## src/rtl/hir_bram_stream_pkg.sv

```systemverilog
// hir_bram_stream_pkg
//   Shared definitions for the BRAM read-stream front end.
//   - state_t   : controller state (IDLE, RUN, DRAIN)
//   - BUF_DEPTH : output buffer depth. Two entries are enough to absorb the
//                 one-cycle RAM read latency at full throughput.
//   The buffer entry struct is declared in hir_bram_stream_rd, because it is
//   sized by that module's ELEMENT_WIDTH parameter. It carries an extra last
//   bit only when HIR_BRAM_RD_LAST_EN is defined.
package hir_bram_stream_pkg;

  typedef enum logic [1:0] {
    IDLE  = 2'd0,
    RUN   = 2'd1,
    DRAIN = 2'd2
  } state_t;

  localparam int BUF_DEPTH = 2;

endpackage

```

## src/rtl/hir_skid_buf2.sv

```systemverilog
// hir_skid_buf2
//   Two-entry valid/ready buffer, organised as a circular FIFO. The head
//   entry is read straight from a register, so head_data stays stable until
//   it is popped.
//   Ports:
//     clk, rst        clock, asynchronous active-low reset
//     push, push_data write one entry (accepted when not full, or when full
//                     with a simultaneous pop)
//     pop             retire the head entry (ignored when empty)
//     head_data       oldest entry
//     count           occupancy, 0..2
//     full, empty     occupancy flags
module hir_skid_buf2
  import hir_bram_stream_pkg::*;
#(
  parameter int WIDTH = 16
) (
  input  logic             clk,
  input  logic             rst,
  input  logic             push,
  input  logic [WIDTH-1:0] push_data,
  input  logic             pop,
  output logic [WIDTH-1:0] head_data,
  output logic [1:0]       count,
  output logic             full,
  output logic             empty
);

  logic [WIDTH-1:0] mem_q [BUF_DEPTH];
  logic             rd_ptr_q;
  logic             wr_ptr_q;
  logic [1:0]       count_q;
  logic             do_pop;
  logic             do_push;

  assign empty   = (count_q == 2'd0);
  assign full    = (count_q == 2'(BUF_DEPTH));
  assign count   = count_q;
  assign do_pop  = pop & ~empty;
  // When full, the pop frees the slot that wr_ptr points at in the same cycle.
  assign do_push = push & (~full | do_pop);

  assign head_data = mem_q[rd_ptr_q];

  always_ff @(posedge clk or negedge rst) begin
    if (!rst) begin
      for (int i = 0; i < BUF_DEPTH; i++) mem_q[i] <= '0;
      rd_ptr_q <= 1'b0;
      wr_ptr_q <= 1'b0;
      count_q  <= 2'd0;
    end else begin
      if (do_push) begin
        mem_q[wr_ptr_q] <= push_data;
        wr_ptr_q        <= ~wr_ptr_q;
      end
      if (do_pop) rd_ptr_q <= ~rd_ptr_q;
      count_q <= count_q + {1'b0, do_push} - {1'b0, do_pop};
    end
  end

endmodule

```

## src/rtl/hir_bram_stream_rd.sv

```systemverilog
// hir_bram_stream_rd
//   Read-side stream front end for port p0 of bram_r1_w1. It takes a
//   (base, length) command, reads the RAM sequentially, absorbs the one-cycle
//   registered read latency, and presents the words as a valid/ready stream.
//   Throughput is one word per cycle while the consumer is ready.
//   Optional feature macro: HIR_BRAM_RD_LAST_EN adds the out_last port.
//   Handshakes: a transfer happens on a rising clk edge where valid and ready
//   are both high. A valid source holds its payload stable and keeps valid
//   asserted until that transfer occurs. Ready may change freely.
//   Ports:
//     clk, rst                     clock, asynchronous active-low reset
//     cmd_valid/cmd_ready          command handshake (ready only in IDLE)
//     cmd_base, cmd_len            first address, word count (0 is legal)
//     out_valid/out_ready/out_data output stream
//     out_last                     final word of a command (macro only)
//     busy                         a command is in progress
//     p0_addr_en, p0_rd_en         RAM port enables (identical)
//     p0_addr_data                 RAM read address
//     p0_rd_data                   RAM data, valid one cycle after the address
//     dbg_state                    current controller state
module hir_bram_stream_rd
  import hir_bram_stream_pkg::*;
#(
  parameter int ADDR_WIDTH    = 10,
  parameter int ELEMENT_WIDTH = 16
) (
  input  logic                     clk,
  input  logic                     rst,
  input  logic                     cmd_valid,
  output logic                     cmd_ready,
  input  logic [ADDR_WIDTH-1:0]    cmd_base,
  input  logic [ADDR_WIDTH:0]      cmd_len,
  output logic                     out_valid,
  input  logic                     out_ready,
  output logic [ELEMENT_WIDTH-1:0] out_data,
`ifdef HIR_BRAM_RD_LAST_EN
  output logic                     out_last,
`endif
  output logic                     busy,
  output logic                     p0_addr_en,
  output logic [ADDR_WIDTH-1:0]    p0_addr_data,
  output logic                     p0_rd_en,
  input  logic [ELEMENT_WIDTH-1:0] p0_rd_data,
  output state_t                   dbg_state
);

`ifdef HIR_BRAM_RD_LAST_EN
  typedef struct packed {
    logic                     last;
    logic [ELEMENT_WIDTH-1:0] data;
  } entry_t;
`else
  typedef struct packed {
    logic [ELEMENT_WIDTH-1:0] data;
  } entry_t;
`endif

  localparam logic [ADDR_WIDTH-1:0] ADDR_ONE = ADDR_WIDTH'(1);
  localparam logic [ADDR_WIDTH:0]   LEN_ONE  = (ADDR_WIDTH + 1)'(1);

  state_t                  state_q;
  logic [ADDR_WIDTH-1:0]   addr_q;
  logic [ADDR_WIDTH:0]     remain_q;
  logic                    inflight_q;
  logic                    cmd_ready_q;

  logic [1:0]              buf_count;
  logic                    buf_full;
  logic                    buf_empty;
  entry_t                  push_entry;
  entry_t                  head_entry;
  logic                    pop;
  logic                    issue;
  logic [2:0]              occ_after_pop;

  assign pop = out_valid & out_ready;

  // Buffer occupancy once this cycle's capture and pop have settled. A new
  // read is issued only if its data will still have a slot next cycle.
  assign occ_after_pop = {1'b0, buf_count} + {2'b00, inflight_q} - {2'b00, pop};
  assign issue = (state_q == RUN) && (remain_q != '0) && (occ_after_pop < 3'd2);

  always_ff @(posedge clk or negedge rst) begin
    if (!rst) begin
      state_q     <= IDLE;
      addr_q      <= '0;
      remain_q    <= '0;
      inflight_q  <= 1'b0;
      cmd_ready_q <= 1'b0;
    end else begin
      inflight_q <= issue;
      case (state_q)
        IDLE: begin
          // A zero-length command is consumed here without leaving IDLE.
          if (cmd_valid && cmd_ready_q && (cmd_len != '0)) begin
            addr_q      <= cmd_base;
            remain_q    <= cmd_len;
            state_q     <= RUN;
            cmd_ready_q <= 1'b0;
          end else begin
            cmd_ready_q <= 1'b1;
          end
        end
        RUN: begin
          if (issue) begin
            addr_q   <= addr_q + ADDR_ONE;
            remain_q <= remain_q - LEN_ONE;
            if (remain_q == LEN_ONE) state_q <= DRAIN;
          end
        end
        DRAIN: begin
          // Leave once the buffer drains this cycle and nothing is in flight,
          // so IDLE is reached the cycle after the final pop.
          if (!inflight_q && (buf_count == {1'b0, pop})) begin
            state_q     <= IDLE;
            cmd_ready_q <= 1'b1;
          end
        end
        default: state_q <= IDLE;
      endcase
    end
  end

`ifdef HIR_BRAM_RD_LAST_EN
  logic last_inflight_q;

  always_ff @(posedge clk or negedge rst) begin
    if (!rst) last_inflight_q <= 1'b0;
    else      last_inflight_q <= issue && (remain_q == LEN_ONE);
  end

  assign push_entry.last = last_inflight_q;
  assign out_last        = head_entry.last & ~buf_empty;
`endif

  assign push_entry.data = p0_rd_data;

  hir_skid_buf2 #(
    .WIDTH ($bits(entry_t))
  ) u_buf (
    .clk       (clk),
    .rst       (rst),
    .push      (inflight_q),
    .push_data (push_entry),
    .pop       (pop),
    .head_data (head_entry),
    .count     (buf_count),
    .full      (buf_full),
    .empty     (buf_empty)
  );

  // The issue rule must never leave a capture with no slot to land in.
  assert property (@(posedge clk) disable iff (!rst) !(buf_full && inflight_q && !pop));

  assign cmd_ready    = cmd_ready_q;
  assign out_valid    = ~buf_empty;
  assign out_data     = head_entry.data;
  assign busy         = (state_q != IDLE);
  assign p0_addr_en   = issue;
  assign p0_rd_en     = issue;
  assign p0_addr_data = addr_q;
  assign dbg_state    = state_q;

endmodule

```

## config.mk

```make
export PLATFORM = sky130hd
export DESIGN_NAME = hir_bram_stream_rd
export DESIGN_NICKNAME = d
export VERILOG_FILES = /design/src/rtl/hir_bram_stream_pkg.sv /design/src/rtl/hir_skid_buf2.sv /design/src/rtl/hir_bram_stream_rd.sv
export SDC_FILE = /design/constraint.sdc
export NUM_CORES = 1
export LEC_CHECK = 0
export CAP_MARGIN = 20
export CORE_MARGIN = 5
export CORE_UTILIZATION = 35
export DETAILED_ROUTE_END_ITERATION = 10
export PLACE_DENSITY = 0.55
export SYNTH_ARGS = -nofsm -noshare
export SYNTH_HDL_FRONTEND = slang
export SYNTH_HIERARCHICAL = 1
export SYNTH_SLANG_ARGS = --single-unit
```

## constraint.sdc

```tcl
create_clock -name clk -period 6.6 [get_ports clk]
set_clock_uncertainty 0.2 [all_clocks]
set_input_delay 0.99 -clock clk [delete_from_list [all_inputs] [get_ports clk]]
set_output_delay 0.99 -clock clk [all_outputs]
set_load 0.005 [all_outputs]
```

## Word-level counts from Yosys, hierarchy flattened

Index checks and enable logic that the tools add are counted.

- Multiplexer cells: 20
- Add/subtract/negate cells: 6
- Eq/ne operators: 9
- Bitwise logic cells: 10
- Reduce and logical (&&, ||, !) cells: 17
- Order comparisons: 4

Operators with widths:

| operator | count |
|---|---|
| $mux 16 | 4 |
| $bwmux 32 | 1 |
| $mux 11 | 2 |
| $pmux 11 s2 | 1 |
| $reduce_bool 11->1 | 2 |
| $mux 10 | 2 |
| $pmux 10 s2 | 1 |
| $demux 16 s1 | 1 |
| $eq 11x1->1 const B | 1 |
| $sub 11x1->11 const B | 1 |
| $add 10x1->10 const B | 1 |
| $mux 2 | 4 |
| $logic_and 1x1->1 | 6 |
| $ne 2x2->1 const B | 3 |
| $pmux 2 s3 | 1 |
| $reduce_bool 2->1 | 3 |
| $eq 2x2->1 const B | 2 |
| $ge 2x2->1 const B | 2 |
| $logic_not 2->1 | 2 |
| $not 1->1 | 4 |
| $not 1->2 | 2 |
| $reduce_and 4->1 | 1 |
| $add 2x1->3 | 1 |
| $and 1x1->1 | 3 |
| 14 further kinds | 15 |

- Input port bits: 41
- Logic and storage cells: 76
- Register bits: 61
- Output and inout port bits: 33

## Depth between registers and ports, before layout

Gate-level depths: netlist of the first run.

- Depth after elaboration: 8
- Mapped depth: 13
- Gate-level depth less buffers: 11

## Modules after synthesis

Netlist of the first run, hierarchy kept.

Modules (own cells, without submodules):

| module | area an instance (µm²) | instances | cells an instance |
|---|---|---|---|
| hir_bram_stream_rd | 1707.9 | 1 | 204 |
| hir_skid_buf2 | 1702.9 | 1 | 109 |

## Worst setup path before layout of the first run

No wires, ideal clock.

- Path kind: input to output
- From: input out_ready
- To: output p0_rd_en
- Arrival: 2751 ps
- Setup slack: 2659 ps
- Cell stages on the path: 8
- Required time: 5410 ps
- Cell sequence: nor2b_1 > ha_1 > inv_1 > nand2_1 > fa_1 > xnor2_1 > and4_1 > buf_4

- Longest elaborated chain between the ends: 4

Ends and longest elaborated chain:

| element | line | text |
|---|---|---|
| start, declared | hir_bram_stream_rd.sv:34 | `input logic out_ready,` |
| $and 1x1->1 | hir_bram_stream_rd.sv:76 | `assign pop = out_valid & out_ready;` |
| $sub 3x1->3 | hir_bram_stream_rd.sv:80 | `assign occ_after_pop = {1'b0, buf_count} + {2'b00, inflight_q} - {2'b00, pop};` |
| $lt 3x2->1 | hir_bram_stream_rd.sv:81 | `assign issue = (state_q == RUN) && (remain_q != '0) && (occ_after_pop < 3'd2);` |
| $logic_and 1x1->1 | hir_bram_stream_rd.sv:81 |  |
| end, declared | hir_bram_stream_rd.sv:42 | `output logic p0_rd_en,` |

Every way passes these cells.

## Worst setup path in the final report of the first run

- From: input out_ready
- To: output p0_addr_en

- Longest elaborated chain between the ends: 4

Ends and longest elaborated chain:

| element | line | text |
|---|---|---|
| $and 1x1->1 | hir_bram_stream_rd.sv:76 |  |
| net pop | hir_bram_stream_rd.sv:72 | `logic pop;` |
| $sub 3x1->3 | hir_bram_stream_rd.sv:80 |  |
| $lt 3x2->1 | hir_bram_stream_rd.sv:81 |  |
| $logic_and 1x1->1 | hir_bram_stream_rd.sv:81 |  |
| end, declared | hir_bram_stream_rd.sv:40 | `output logic p0_addr_en,` |

The timed path passes the listed nets, and every way through them passes these cells.

==> metrics, run 1 <==
count of buffers added by post-CTS timing repair for setup=0; reported leakage power=approximately 1.9 nW; hold buffer count at cts=0; number of max-slew violations in the final report=0; Routed Wire Length=a little over 8 mm; final critical-path share of the clock period=0.752; number of global-route vias before repair=around 2700; Maximum Capacitance Violations=0; later-pin clock latency in the skew report=approximately 0.34 ns; maximum operating frequency=201 MHz; arrival time reported for the critical path endpoint=3.78 ns; Clock Tree Root=sky130_fd_sc_hd__clkbuf_8; Hold Path Class=reg -> reg; routed vias/inst=between 4 and 5; Avg WL per Cell=between 15 and 20 um; clock tree from TritonCTS=built; io pins=74; floorplan die width=between 100 and 150 um; # clock sinks=61; nets=431; Syn Inst Count=~310; clock transition time at the flip-flop clock pins of the worst setup and hold paths=about 0.070 ns; worst rel slew slack=0.319; y dimension of the die=between 100 and 150 um; Post-Route Setup TNS=0 ns; Largest stage delay, worst path=between 0.5 and 0.6 ns; type of the worst setup path=in -> out; Antenna Cells=0; number of nets with antenna violations after routing=0; area enclosed by the die boundary=around 12000 sq um; routability-driven placement congestion ratio=0.758; cell depth of the worst hold path=1; clock period minus worst slack=4.97 ns; vias=about 2600; Worst setup EP type=output port; antenna violations before repair=0; total power=approximately 2.3 mW; Std-Cell Core Area=9640 sq um; HPWL after detailed placement=5.63 mm; signed area change from the synthesized netlist to the final layout=30.4%; number of fill cells=949; first-pass GRT wire length=between 10 and 15 mm; final number of hold-violating endpoints=0; count of buffers inserted at the top-level ports=between 70 and 80; buffer levels on the longest clock path=2; status=finished, final reports clean; H-tree depth=3; number of violations reported at the end of detailed-routing iteration 0=approximately 140; most used cell, CP=sky130_fd_sc_hd__clkdlybuf4s50_1; peak ir drop on the vdd network=about 250 uV; Cell Area, Synth=~3400 sq um; list of cells traversed by the critical path=clkdlybuf4s50_1, nor2b_1, ha_1, inv_1, nand2_1, fa_1, xnor2_1, and4_1, clkdlybuf4s50_1; RSZ-0062 raised after global routing=false; Yosys Warn Count=6; Max stage delay cell, worst path=sky130_fd_sc_hd__clkdlybuf4s50_1; critical path launch point type=primary input; maximum number of pins on one net before global-route repair=62; Detailed Routing Iterations Pass 1=4; final global-route overflow total=0; Mean Syn Cell Area=roughly 11 sq um; CTS-repair resized insts=0; WP data required=around 5.4 ns; Power Density=around 510 nW/um^2; std cell rows=36; peak fanout along the critical path=6; Overall Global Routing Usage=0.142; Setup violations, final=0; layout cell share with drive strength beyond 1=0.229; transition time at the pin with the least slew margin=slightly above 1 ns; detailed-route DRC error count=0; number of CTS-inserted buffers=9; length in cells of the worst reg-to-reg path=12; initial standard-cell utilization of the core=0.353; nets in the synthesized netlist=360
layout by cell type (no fill, tap or decap), types with 2 or more instances in the layout:
| master | instances |
|---|---|
| sky130_fd_sc_hd__a22o_1 | 3 |
| sky130_fd_sc_hd__clkinv_4 | 2 |
| sky130_fd_sc_hd__nand2b_1 | 8 |
| sky130_fd_sc_hd__xnor2_1 | 3 |
| sky130_fd_sc_hd__bufinv_16 | 2 |
| sky130_fd_sc_hd__nor4_2 | 3 |
| sky130_fd_sc_hd__nand2_1 | 37 |
| sky130_fd_sc_hd__buf_4 | 3 |
| sky130_fd_sc_hd__a21oi_2 | 10 |
| sky130_fd_sc_hd__clkdlybuf4s50_1 | 72 |
| sky130_fd_sc_hd__inv_1 | 9 |
| sky130_fd_sc_hd__a31oi_1 | 3 |
| sky130_fd_sc_hd__clkbuf_8 | 9 |
| sky130_fd_sc_hd__or3_1 | 3 |
| sky130_fd_sc_hd__a21oi_1 | 24 |
| sky130_fd_sc_hd__dfrtp_1 | 61 |
| sky130_fd_sc_hd__nand4_1 | 7 |
| sky130_fd_sc_hd__o21ai_1 | 2 |
| sky130_fd_sc_hd__and4_1 | 2 |
| sky130_fd_sc_hd__ha_1 | 6 |
| sky130_fd_sc_hd__nor2_1 | 12 |
| sky130_fd_sc_hd__o21ai_0 | 12 |
| sky130_fd_sc_hd__nand3_1 | 8 |
| sky130_fd_sc_hd__o22ai_1 | 10 |
| sky130_fd_sc_hd__nor3_1 | 3 |
| sky130_fd_sc_hd__mux2_2 | 29 |
| sky130_fd_sc_hd__mux2_4 | 19 |
layer usage:
layer,global-route usage,share of wire
met1,0.191,0.48
met4,0.0586,0.020
met3,0.0278,0.034
met5,0,0
met2,0.224,0.47
state kept, by name, indices dropped and copies added (netlist names):
register,count
dbg_state,2
u_buf/count,2
u_buf/mem_q,32
u_buf/rd_ptr_q,1
remain_q,11
inflight_q,1
cmd_ready,1
u_buf/wr_ptr_q,1
p0_addr_data,10
power breakdown:
group / internal (mW) / switching [mW] / total (mW)
clock: 0.214 / 0.163 / 0.377
combinational: 0.664 / 0.478 / 1.14
sequential: 0.563 / 0.191 / 0.754
total: 1.44 / 0.832 / 2.27
cell type report:
class                           instances  area (sq um)  share of cell area
Tap cell                              133           166              0.0375
Sequential cell                        61          1530               0.344
Clock inverter                          7          98.8              0.0223
Clock buffer                            9           124              0.0279
Multi-Input combinational cell        226          1740               0.392
Inverter                                9          33.8             0.00761
Timing Repair Buffer                   76           748               0.169
critical path, delay by kind of cell:
kind / cells / cell delay (ns)
buffers and inverters: 3 / 1.05
AND/OR/NAND/NOR: 3 / 0.78
adder cells (fa/ha/maj): 2 / 0.71
XOR/XNOR: 1 / 0.24
stage by stage:
step                      area, sq um  setup slack, ns  cells  utilization  hold WS (ns)
after CTS                        4440             1.64    521        0.460         0.310
after global placement           4220             1.67    505        0.437         0.285
after detailed placement         4220             1.64    505        0.437         0.287
after global routing             4440             1.41    521        0.460         0.325
after floorplan                  3400             2.66    312            -         0.275
final                            4440             1.63    521        0.460         0.303
final timing paths:
path | from | endpoint | slack (ns)
setup / recovery | out_ready | p0_addr_en | 1.63
hold / removal | u_buf/mem_q[19] | u_buf/mem_q[19] | 0.30
setup reg to reg | u_buf/count[1] | p0_addr_data[0] | 2.62
hold reg to reg | u_buf/mem_q[19] | u_buf/mem_q[19] | 0.30
max in group asynchronous | rst | remain_q[10] | 5.05
min in group asynchronous | rst | cmd_ready | 0.62
(Power assumes the default switching activity.)
==> run 2, diff against run 1 <==
==> constraint.sdc (replaced) <==
create_clock -name clk -period 4.8 [get_ports clk]
set_clock_uncertainty 0.2 [all_clocks]
set_input_delay 0.72 -clock clk [delete_from_list [all_inputs] [get_ports clk]]
set_output_delay 0.72 -clock clk [all_outputs]
set_load 0.005 [all_outputs]
==> run 2 against run 1 <==
  * First-iteration DRC count increased by 12%
  * Die area stayed put
  * Sequential cell count unchanged
  * Core utilization grew 0.26 points
  * Setup slack worse by 1.0 ns
  * Largest cell class unchanged
==> metrics, run 2 (synthesis gave the netlist of run 1 again) <==
Hold Path Class=in -> async (was reg -> reg); floorplan die width=109 um (unchanged); area enclosed by the die boundary=11800 sq um (unchanged); Clock Tree Root=sky130_fd_sc_hd__clkbuf_8 (unchanged); arrival time reported for the critical path endpoint=3.28 ns (was 3.78 ns); Setup violations, final=0 (unchanged); total power=3.16 mW (was 2.27 mW); io pins=74 (unchanged); Worst setup EP type=output port (unchanged); number of flip-flops in the largest register=32 (unchanged); detailed-route DRC error count=0 (unchanged); DP Cell Count=507 (was 505); hold buffer count at cts=0 (unchanged); CTS-repair resized insts=0 (unchanged); WP data required=3.88 ns (was 5.41 ns); register with the most flip-flops=u_buf/mem_q (unchanged); routed vias/inst=5.02 (was 4.91); Antenna Cells=0 (unchanged); final hold slack=0.157 ns (was 0.303 ns); number of max-slew violations in the final report=0 (unchanged); commonest cells after routing, fill and taps aside=sky130_fd_sc_hd__clkdlybuf4s50_1, sky130_fd_sc_hd__dfrtp_1, sky130_fd_sc_hd__nand2_1 (unchanged); Maximum Capacitance Violations=0 (unchanged); final number of hold-violating endpoints=0 (unchanged); worst rel slew slack=0.341 (was 0.319); Post-Route Setup TNS=0 ns (unchanged); Routed Wire Length=8.08 mm (was 8.07 mm); nets=433 (was 431); clock tree from TritonCTS=built (unchanged); length in cells of the worst reg-to-reg path=13 (was 12); later-pin clock latency in the skew report=0.33 ns (was 0.34 ns); clock period minus worst slack=roughly 4.2 ns; Detailed Routing Iterations Pass 1=5 (was 4); non-filler cells in the finished layout=522 (was 521); first-pass GRT wire length=13.5 mm (was 13.1 mm); peak fanout along the critical path=6 (unchanged); status=finished, final reports clean (unchanged); reported leakage power=1.88 nW (was 1.87 nW); routability-driven placement congestion ratio=0.762 (was 0.758); y dimension of the die=109 um (unchanged); signed area change from the synthesized netlist to the final layout=31.1% (was 30.4%); RSZ-0062 raised after global routing=false (unchanged); HPWL after detailed placement=5.75 mm (was 5.63 mm); number of CTS-inserted buffers=9 (unchanged); Power Density=708 nW/um^2 (was 512 nW/um^2); maximum operating frequency=between 200 and 250 MHz; Avg WL per Cell=15.5 um (about the same); count of buffers inserted at the top-level ports=73 (unchanged); clock transition time at the flip-flop clock pins of the worst setup and hold paths=0.07 ns (about the same); vias=2622 (was 2559); commonest non-fill, non-tap cell in the layout=sky130_fd_sc_hd__clkdlybuf4s50_1 (unchanged); count of buffers added by post-CTS timing repair for setup=0 (unchanged); final critical-path share of the clock period=0.876; Final Core Density=0.463 (was 0.460); Overall Global Routing Usage=0.146 (was 0.142); number of nets with antenna violations after routing=0 (unchanged); number of violations reported at the end of detailed-routing iteration 0=160 (was 143); slack of the worst reg-to-reg path=1.27 ns (was 2.62 ns); critical path launch point type=primary input (unchanged); antenna violations before repair=0 (unchanged); peak ir drop on the vdd network=332 uV (was 254 uV); Std-Cell Core Area=9640 sq um (unchanged); transition time at the pin with the least slew margin=0.986 ns (was 1.02 ns); final global-route overflow total=0 (unchanged); # clock sinks=61 (unchanged); number of global-route vias before repair=2620 (was 2655); initial standard-cell utilization of the core=0.353 (unchanged); maximum number of pins on one net before global-route repair=44 (was 62); std cell rows=36 (unchanged); buffer levels on the longest clock path=2 (unchanged); layout cell share with drive strength beyond 1=0.231 (was 0.229); H-tree depth=3 (unchanged); type of the worst setup path=in -> out (unchanged)
==> run 2: layer usage <==
| metal | GRT usage | vias up | wire length, um |
|---|---|---|---|
| li1 | - | 1274 | - |
| met1 | 0.211 | 1287 | 3760 |
| met2 | 0.215 | 55 | 3830 |
| met3 | 0.0337 | 6 | 408 |
| met4 | 0.0487 | 0 | 80 |
| met5 | 0 | - | 0 |
==> run 2: cell type report <==
| class | instances | area (sq um) |
|---|---|---|
| clock inverters | 3 | 67.6 |
| inverters | 9 | 33.8 |
| repair buffers | 78 | 763 |
| flip-flops and latches | 61 | 1530 |
| clock buffers | 12 | 165 |
| fillers | 907 | 5180 |
| well taps | 133 | 166 |
| multi-input cells | 226 | 1740 |
==> run 2: path summary, 6_finish.rpt <==
path | start | endpoint
setup / recovery | out_ready | p0_addr_en
min in group clk | u_buf/mem_q[2] | u_buf/mem_q[2]
hold / removal | rst | dbg_state[1]
setup reg to reg | u_buf/count[1] | p0_addr_data[9]
max in group asynchronous | rst | u_buf/mem_q[21]
hold reg to reg | u_buf/mem_q[2] | u_buf/mem_q[2]
==> run 2: where the power goes <==
group	total, mW	internal, mW	switching, mW	leakage (nW)
clock network	0.531	0.332	0.199	0.115
logic	1.59	0.929	0.658	1.05
registers	1.04	0.775	0.268	0.721
total	3.16	2.04	1.12	1.88
==> run 2: through the flow <==
stage	setup WS (ns)	area, sq um
3_3_place_gp	0.628	4230
4_1_cts	0.581	4460
5_1_grt	0.381	4460
3_5_place_dp	0.594	4230
2_1_floorplan	1.40	3400
6_report	0.597	4460
==> run 2: critical path, cell delays in order <==
cell	delay [ns]
sky130_fd_sc_hd__clkdlybuf4s50_1	0.44
sky130_fd_sc_hd__nor2b_1	0.12
sky130_fd_sc_hd__buf_4	0.16
sky130_fd_sc_hd__ha_1	0.23
sky130_fd_sc_hd__inv_1	0.07
sky130_fd_sc_hd__nand2_1	0.06
sky130_fd_sc_hd__fa_1	0.38
sky130_fd_sc_hd__xnor2_1	0.26
sky130_fd_sc_hd__and4_1	0.31
sky130_fd_sc_hd__clkdlybuf4s50_1	0.53
